===== src/rtl/executor_scheduler.sv =====
`default_nettype none
// ============================================================================
// Module   : executor_scheduler
// Brief    : Round-robin arbiter that starts one of four move executors (down,
//            rotate, left, right), runs gravity, and muxes the winner's writes.
// Revision : 1.0 - initial release
// ============================================================================

package executor_scheduler_pkg;
    typedef enum logic [2:0] {
        T_I = 3'd0,
        T_O = 3'd1,
        T_T = 3'd2,
        T_S = 3'd3,
        T_Z = 3'd4,
        T_J = 3'd5,
        T_L = 3'd6
    } tile_type_e;

    typedef struct packed {
        logic [3:0] x;
        logic [4:0] y;
    } point_t;
endpackage

module executor_scheduler
    import executor_scheduler_pkg::*;
#(
    parameter int gravity_period_p = 50_000_000,
    parameter int timeout_p        = 1024
) (
    input  logic                   clk_i,
    input  logic                   reset_i,
    input  logic [3:0]             req_i,
    input  logic                   pause_i,
    output logic [3:0]             exec_v_o,
    input  logic [3:0]             exec_done_i,
    input  logic [3:0]             exec_set_v_i,
    input  tile_type_e [3:0]       exec_type_i,
    input  logic [3:0][1:0]        exec_angle_i,
    input  point_t [3:0]           exec_pos_i,
    output logic                   cm_set_v_o,
    output tile_type_e             cm_type_o,
    output logic [1:0]             cm_angle_o,
    output point_t                 cm_pos_o,
    output logic                   busy_o,
    output logic [1:0]             grant_o,
    output logic                   error_o
);

    localparam int              GRAV_W    = (gravity_period_p > 2) ? $clog2(gravity_period_p) : 1;
    localparam logic [GRAV_W-1:0] GRAV_LAST = GRAV_W'(gravity_period_p - 1);
    localparam int              WD_W      = $clog2(timeout_p);
    localparam logic [WD_W-1:0]   WD_LAST   = WD_W'(timeout_p - 1);

    typedef enum logic [1:0] {
        eIDLE  = 2'd0,
        eIssue = 2'd1,
        eBusy  = 2'd2
    } state_e;

    state_e            state_r, state_n;
    logic [3:0]        pend_r;
    logic [1:0]        rr_ptr_r;
    logic [1:0]        grant_r;
    logic [GRAV_W-1:0] grav_r;
    logic [WD_W-1:0]   wd_r;
    logic              error_r;

    logic              grav_tick;
    logic              pick_v;
    logic [1:0]        pick_idx;
    logic [1:0]        cand;
    logic              issue;
    logic              wd_expire;
    logic              grant_done;
    logic [3:0]        issue_mask;

    assign grav_tick  = !pause_i && (grav_r == GRAV_LAST);
    assign grant_done = exec_done_i[grant_r];
    assign issue_mask = issue ? (4'b0001 << pick_idx) : 4'b0000;

    // First pending source at or after the round-robin pointer wins.
    always_comb begin
        pick_v   = 1'b0;
        pick_idx = rr_ptr_r;
        cand     = rr_ptr_r;
        for (int i = 0; i < 4; i++) begin
            cand = rr_ptr_r + 2'(i);
            if (!pick_v && pend_r[cand]) begin
                pick_v   = 1'b1;
                pick_idx = cand;
            end
        end
    end

    always_comb begin
        state_n   = state_r;
        issue     = 1'b0;
        wd_expire = 1'b0;
        case (state_r)
            eIDLE: begin
                if (!pause_i && pick_v) begin
                    state_n = eIssue;
                    issue   = 1'b1;
                end
            end
            eIssue: begin
                state_n = grant_done ? eIDLE : eBusy;
            end
            eBusy: begin
                if (grant_done) begin
                    state_n = eIDLE;
                end else if (wd_r == WD_LAST) begin
                    state_n   = eIDLE;
                    wd_expire = 1'b1;
                end
            end
            default: state_n = eIDLE;
        endcase
    end

    always_ff @(posedge clk_i) begin
        if (reset_i) begin
            state_r  <= eIDLE;
            pend_r   <= 4'b0000;
            rr_ptr_r <= 2'd0;
            grant_r  <= 2'd0;
            grav_r   <= '0;
            wd_r     <= '0;
            error_r  <= 1'b0;
        end else begin
            state_r <= state_n;
            // A request landing on its own issue cycle survives the clear.
            pend_r  <= (pend_r & ~issue_mask) | req_i | {3'b000, grav_tick};
            if (!pause_i) begin
                grav_r <= (grav_r == GRAV_LAST) ? '0 : grav_r + GRAV_W'(1);
            end
            if (issue) begin
                grant_r  <= pick_idx;
                rr_ptr_r <= pick_idx + 2'd1;
            end
            if (state_r == eBusy && state_n == eBusy) begin
                wd_r <= wd_r + WD_W'(1);
            end else begin
                wd_r <= '0;
            end
            if (wd_expire) begin
                error_r <= 1'b1;
            end
        end
    end

    // Strobes are gated by reset so a reset landing mid-issue emits nothing.
    assign exec_v_o   = (state_r == eIssue && !reset_i) ? (4'b0001 << grant_r) : 4'b0000;
    assign cm_set_v_o = (state_r != eIDLE) && !reset_i && exec_set_v_i[grant_r];
    assign cm_type_o  = exec_type_i[grant_r];
    assign cm_angle_o = exec_angle_i[grant_r];
    assign cm_pos_o   = exec_pos_i[grant_r];
    assign busy_o     = (state_r != eIDLE);
    assign grant_o    = grant_r;
    assign error_o    = error_r;

endmodule

`default_nettype wire


===== config.mk =====
export PLATFORM = sky130hd
export DESIGN_NAME = executor_scheduler
export DESIGN_NICKNAME = d
export VERILOG_FILES = /design/src/rtl/executor_scheduler.sv
export SDC_FILE = /design/constraint.sdc
export NUM_CORES = 1
export LEC_CHECK = 0
export CAP_MARGIN = 10
export CELL_PAD_IN_SITES_DETAIL_PLACEMENT = 1
export CELL_PAD_IN_SITES_GLOBAL_PLACEMENT = 1
export CORE_MARGIN = 3
export CORE_UTILIZATION = 34
export CTS_BUF_LIST = sky130_fd_sc_hd__clkbuf_8
export CTS_CLUSTER_SIZE = 8
export DETAILED_ROUTE_END_ITERATION = 8
export HOLD_SLACK_MARGIN = 0.12
export PLACE_DENSITY = 0.94
export SETUP_SLACK_MARGIN = 0.2
export SYNTH_ARGS = -nofsm -noshare
export SYNTH_HDL_FRONTEND = slang
export SYNTH_SLANG_ARGS = --single-unit

===== constraint.sdc =====
create_clock -name clk_i -period 2.5 [get_ports clk_i]
set_input_delay 0.5 -clock clk_i [delete_from_list [all_inputs] [get_ports clk_i]]
set_output_delay 0.5 -clock clk_i [all_outputs]
set_load 0.05 [all_outputs]

# After elaboration in Yosys (flattened, before gate mapping)
# Cells that the tools add are included.
# op_classes
n_lt_le_gt_ge	5
n_eq_ne	5
bitwise	5
n_addsub	6
shift	2
muxes	38
n_reduce_logical	17
# ops
operator	count
adder 26 x 1 -> 26 bit, second input constant	1
equality test 26 bit, second input constant	1
2-to-1 mux 26 bit	1
binary-select mux 9 bit (select 2 bit)	1
2-to-1 mux 2 bit	8
< comparator 2 x 3 -> 1 bit, second input constant	5
2-to-1 mux 1 bit	15
binary-select mux 1 bit (select 2 bit)	6
adder 10 x 1 -> 10 bit, second input constant	1
equality test 10 bit, second input constant	1
logical AND 1 bit	9
2-to-1 mux 9 bit	1
2-to-1 mux 4 bit	2
<< shifter 1 x 2 -> 4 bit, first input constant	2
binary-select mux 3 bit (select 2 bit)	1
one-hot mux 2 bit (3 select lines)	1
zero test 1 bit	5
adder 2 x 1 -> 2 bit, second input constant	2
adder 2 bit, second input constant	2
AND 4 bit	1
binary-select mux 2 bit (select 2 bit)	1
equality test 2 bit, second input constant	2
NOT 4 bit	1
bitwise OR 4 x 1 -> 4 bit	1
7 further kinds	7
# word_totals
out_inout_bits	23
reg_bits	47
word_cells	85
inputBits	71

# Logic depth before layout (Yosys ltp)
# logic_depth
word_depth	20
ltp_mapped	8
depth_no_buf	8

# Worst setup path before layout
# Ideal clock, no wire load.
# synth_path
path_kind	register to output
start	register grant_r[1] (netlist: grant_o[1])
end	output port exec_v_o[2]
t_arrival_ns	3.015
n_path_buf	2
path_stages_with_launch	4
setup_slack_ns	-1.015
required_time_ns	2.000
cell_sequence	dfxtp_1 buf_1 clkbuf_1 nor4b_1
# synth_via
elab_chain_len	2
# synth_rtl
element	line	rtl
start: declaration	65	logic [1:0] grant_r;
start signal: assignment	140	grant_r <= pick_idx;
<< shifter 1 x 2 -> 4 bit	155	assign exec_v_o = (state_r == eIssue && !reset_i) ? (4'b0001 << grant_r) : 4'b0000;
2-to-1 mux 4 bit	155	
end: declaration	36	output logic [3:0] exec_v_o,
# No other way between the ends.

# Final worst setup path
# layout_path
start	input port exec_set_v_i[0]
end	output port cm_set_v_o
# layout_via
elab_chain_len	3
# layout_rtl
element	line	rtl
start: declaration	38	input logic [3:0] exec_set_v_i,
binary-select mux 1 bit (select 2 bit)	156	assign cm_set_v_o = (state_r != eIDLE) && !reset_i && exec_set_v_i[grant_r];
2-to-1 mux 1 bit (implied by the code)	156	
logical AND 1 bit	156	
end: declaration	42	output logic cm_set_v_o,
# No other way between the ends. The select of a mux whose other input is x is not followed.

==> qor.csv <==
metric,value,unit
status,"complete, no violations",
cp-start-kind,input port,
clkTransAtPathRegs,90,ps
post_cts.repair.setup_buffers,0,
rows,31,
synth_top_area_cell,dfxtp_1,
grt_pass1_vias,2883,
synth.area.top_cells,"dfxtp_1 (35%), mux4_2 (14%), nor2_1 (5.5%)",
hold_depth,1,
dp.cells,482,
yosysWarnings,0,
via_per_inst,5.48,
nets,467,
root_buffer,clkbuf_8,
synth_nets,369,
postRouteWirelength,9320,um
max-cap-violations,0,
core_area,0.00745,mm^2
async_flop_share,0,%
rsz0062_at_grt,false,
min_path_type,flop to flop,
min_from,wd_r[0],
die_w,94.6,um
worst_hold_path.endpoint,wd_r[0],
htree_levels,2,
io_buffers,93,
synth.distinct_cells,43,
synth_edf_count,0,
final.setup_skew,7.07,ps
min_period_over_period,90.6,%
crit_family,buffers and inverters,
fmax,441,MHz
cts_tree,done,
cts_buffer_depth,2,
worstPathArrival,1770,ps
num_vias,2681,
timing.critical_path.buf_inv,2,
placedInstanceArea,0.00379,mm^2
place_ws,55.4,ps
synth_most_common_cell,dfxtp_1,
synthCells,292,
route.detailed.drc,0,
path_cells,clkdlybuf4s50_1 > mux4_2 > and3_4 > buf_12,
static-leakage-power,1.40,nW
ys_seq_elements,47,
setup_viol,0,
synth_area_per_cell,9.14,um^2
fin_cells,489,
ys.flop_type,dfxtp_1,
cts_made_buffers,5,
slowest_stage,mux4_2,
power,1.91,mW
gp_congestion,0.763,
r2r_end,wd_r[4],
ys_seq_area_share,35.3,%
post_drt_wl_per_cell,19.1,um
gr-total-overflow,0,
period_needed,2270,ps
cts_hold_buffers,0,
grt_max_degree,17,
io-pin-count,94,
insertion_delay,300,ps
worstMarginPinSlew,592,ps
cp.required,2000,ps
ir_drop,0.324,mV
cts.sinks,47,
design_area,0.00392,mm^2
fin_ws,234,ps
syn_to_final_growth,46.8,%
die_area,0.00894,mm^2
path_max_fanout,1,
initial_utilization,35.8,%
rr_worst_depth,4,
ant_nets,0,
cp-end-kind,output port,
timing.rr.start,grant_o[1],
dp_hpwl,7390,um
grt_pass1_wl,14200,um
slew_violations,0,
tns,0,ps
die_h,94.6,um
antenna_cells,0,
netlist_top_cells_count,"dfxtp_1 (47), nor2_1 (39), nand2_1 (20)",
rrSetupSlack,480,ps
synth_top_area_share,35.3,%
synth_area,0.00267,mm^2
slew_headroom,60.2,%
hold_viol_final,0,
crit_path_max_incr_delay,510,ps
drtPass1Iterations,4,
crit_type,input port to output port,
drive_gt1_share,17.4,%
p_per_area,487,mW/mm^2
drtIter0Drc,75,
grt_antenna_before_repair,0,
grt_use_total,20.5,%
==> metrics by stage <==
step | util [%] | hold WS [ps]
2_1_floorplan | - | 430
6_report | 52.6 | 487
5_1_grt | 52.6 | 503
3_3_place_gp | 50.9 | 441
4_1_cts | 52.4 | 491
3_5_place_dp | 50.9 | 471
==> repair_timing <==
| item | CTS | global route |
|---|---|---|
| cloned | 0 | 0 |
| gates resized for setup | 2 | 6 |
| endpoints found under the setup margin | 1 | 7 |
| pin swaps | 1 | 1 |
==> logic make-up after synthesis <==
logic type	synth area share, %
muxes	13.5
adders and majority gates	2.81
DFF	35.3
xor gates and xnor gates	6.57
buffers and inverters	3.94
and+or+nand+nor	26.7
AOI/OAI and AO/OA	11.2
==> cell usage in the layout (no fill, tap or decap), drive strengths merged, types with 6 or more instances in the layout <==
cell	instances
ha	6
dfxtp	47
nand2	20
buf	34
xor2	10
xnor2	10
nor2	39
clkdlybuf4s50	68
nand3	11
or4	9
a21oi	18
o31ai	11
inv	6
nand4	13
nor3	6
mux4	16
==> worst register-to-register path, cell delays in order (launching register included) <==
cell	delay [ps]
dfxtp_2	590
mux4_2	410
or2_0	240
or3_1	540
nor2_1	190
==> layout make-up <==
cell class | instances | area [um^2]
Multi-Input combinational cell | 223 | 1660
Tap cell | 99 | 124
Timing Repair Buffer | 107 | 1060
Clock inverter | 2 | 37.5
Clock buffer | 5 | 68.8
Inverter | 6 | 22.5
Sequential cell | 47 | 946
Fill cell | 847 | 3530
==> power breakdown <==
group,switching (mW),total [mW],internal [mW],leakage [nW]
sequential,0.0349,0.801,0.767,0.382
combinational,0.293,0.559,0.265,0.964
clock,0.254,0.547,0.292,0.0502
==> state kept, by name, indices dropped and copies added (netlist names) <==
name      count
grant_o       2
error_o       1
state_r       2
pend_r        4
wd_r         10
rr_ptr_r      2
grav_r       26
==> worst max-delay path by stage <==
stage                                from           to  slack (ps)  depth (start not counted)
after floorplan                grant_o[1]  exec_v_o[0]         100                          3
after global placement     exec_done_i[0]      wd_r[8]         120                          5
after detailed placement   exec_done_i[0]      wd_r[4]          60                          5
after CTS                 exec_set_v_i[2]   cm_set_v_o         200                          4
after global routing      exec_set_v_i[0]   cm_set_v_o         200                          4
final                     exec_set_v_i[0]   cm_set_v_o         230                          4
==> routing by layer <==
layer  up-vias  GRT usage, %  share of wire, %
met1      1293          20.5                36
met4         0          9.25               3.2
met5         -             0                 0
li1       1265             -                 -
met2       102          39.7                53
met3        21          4.70               7.2
Note: power is estimated with default switching activity, not from simulation.
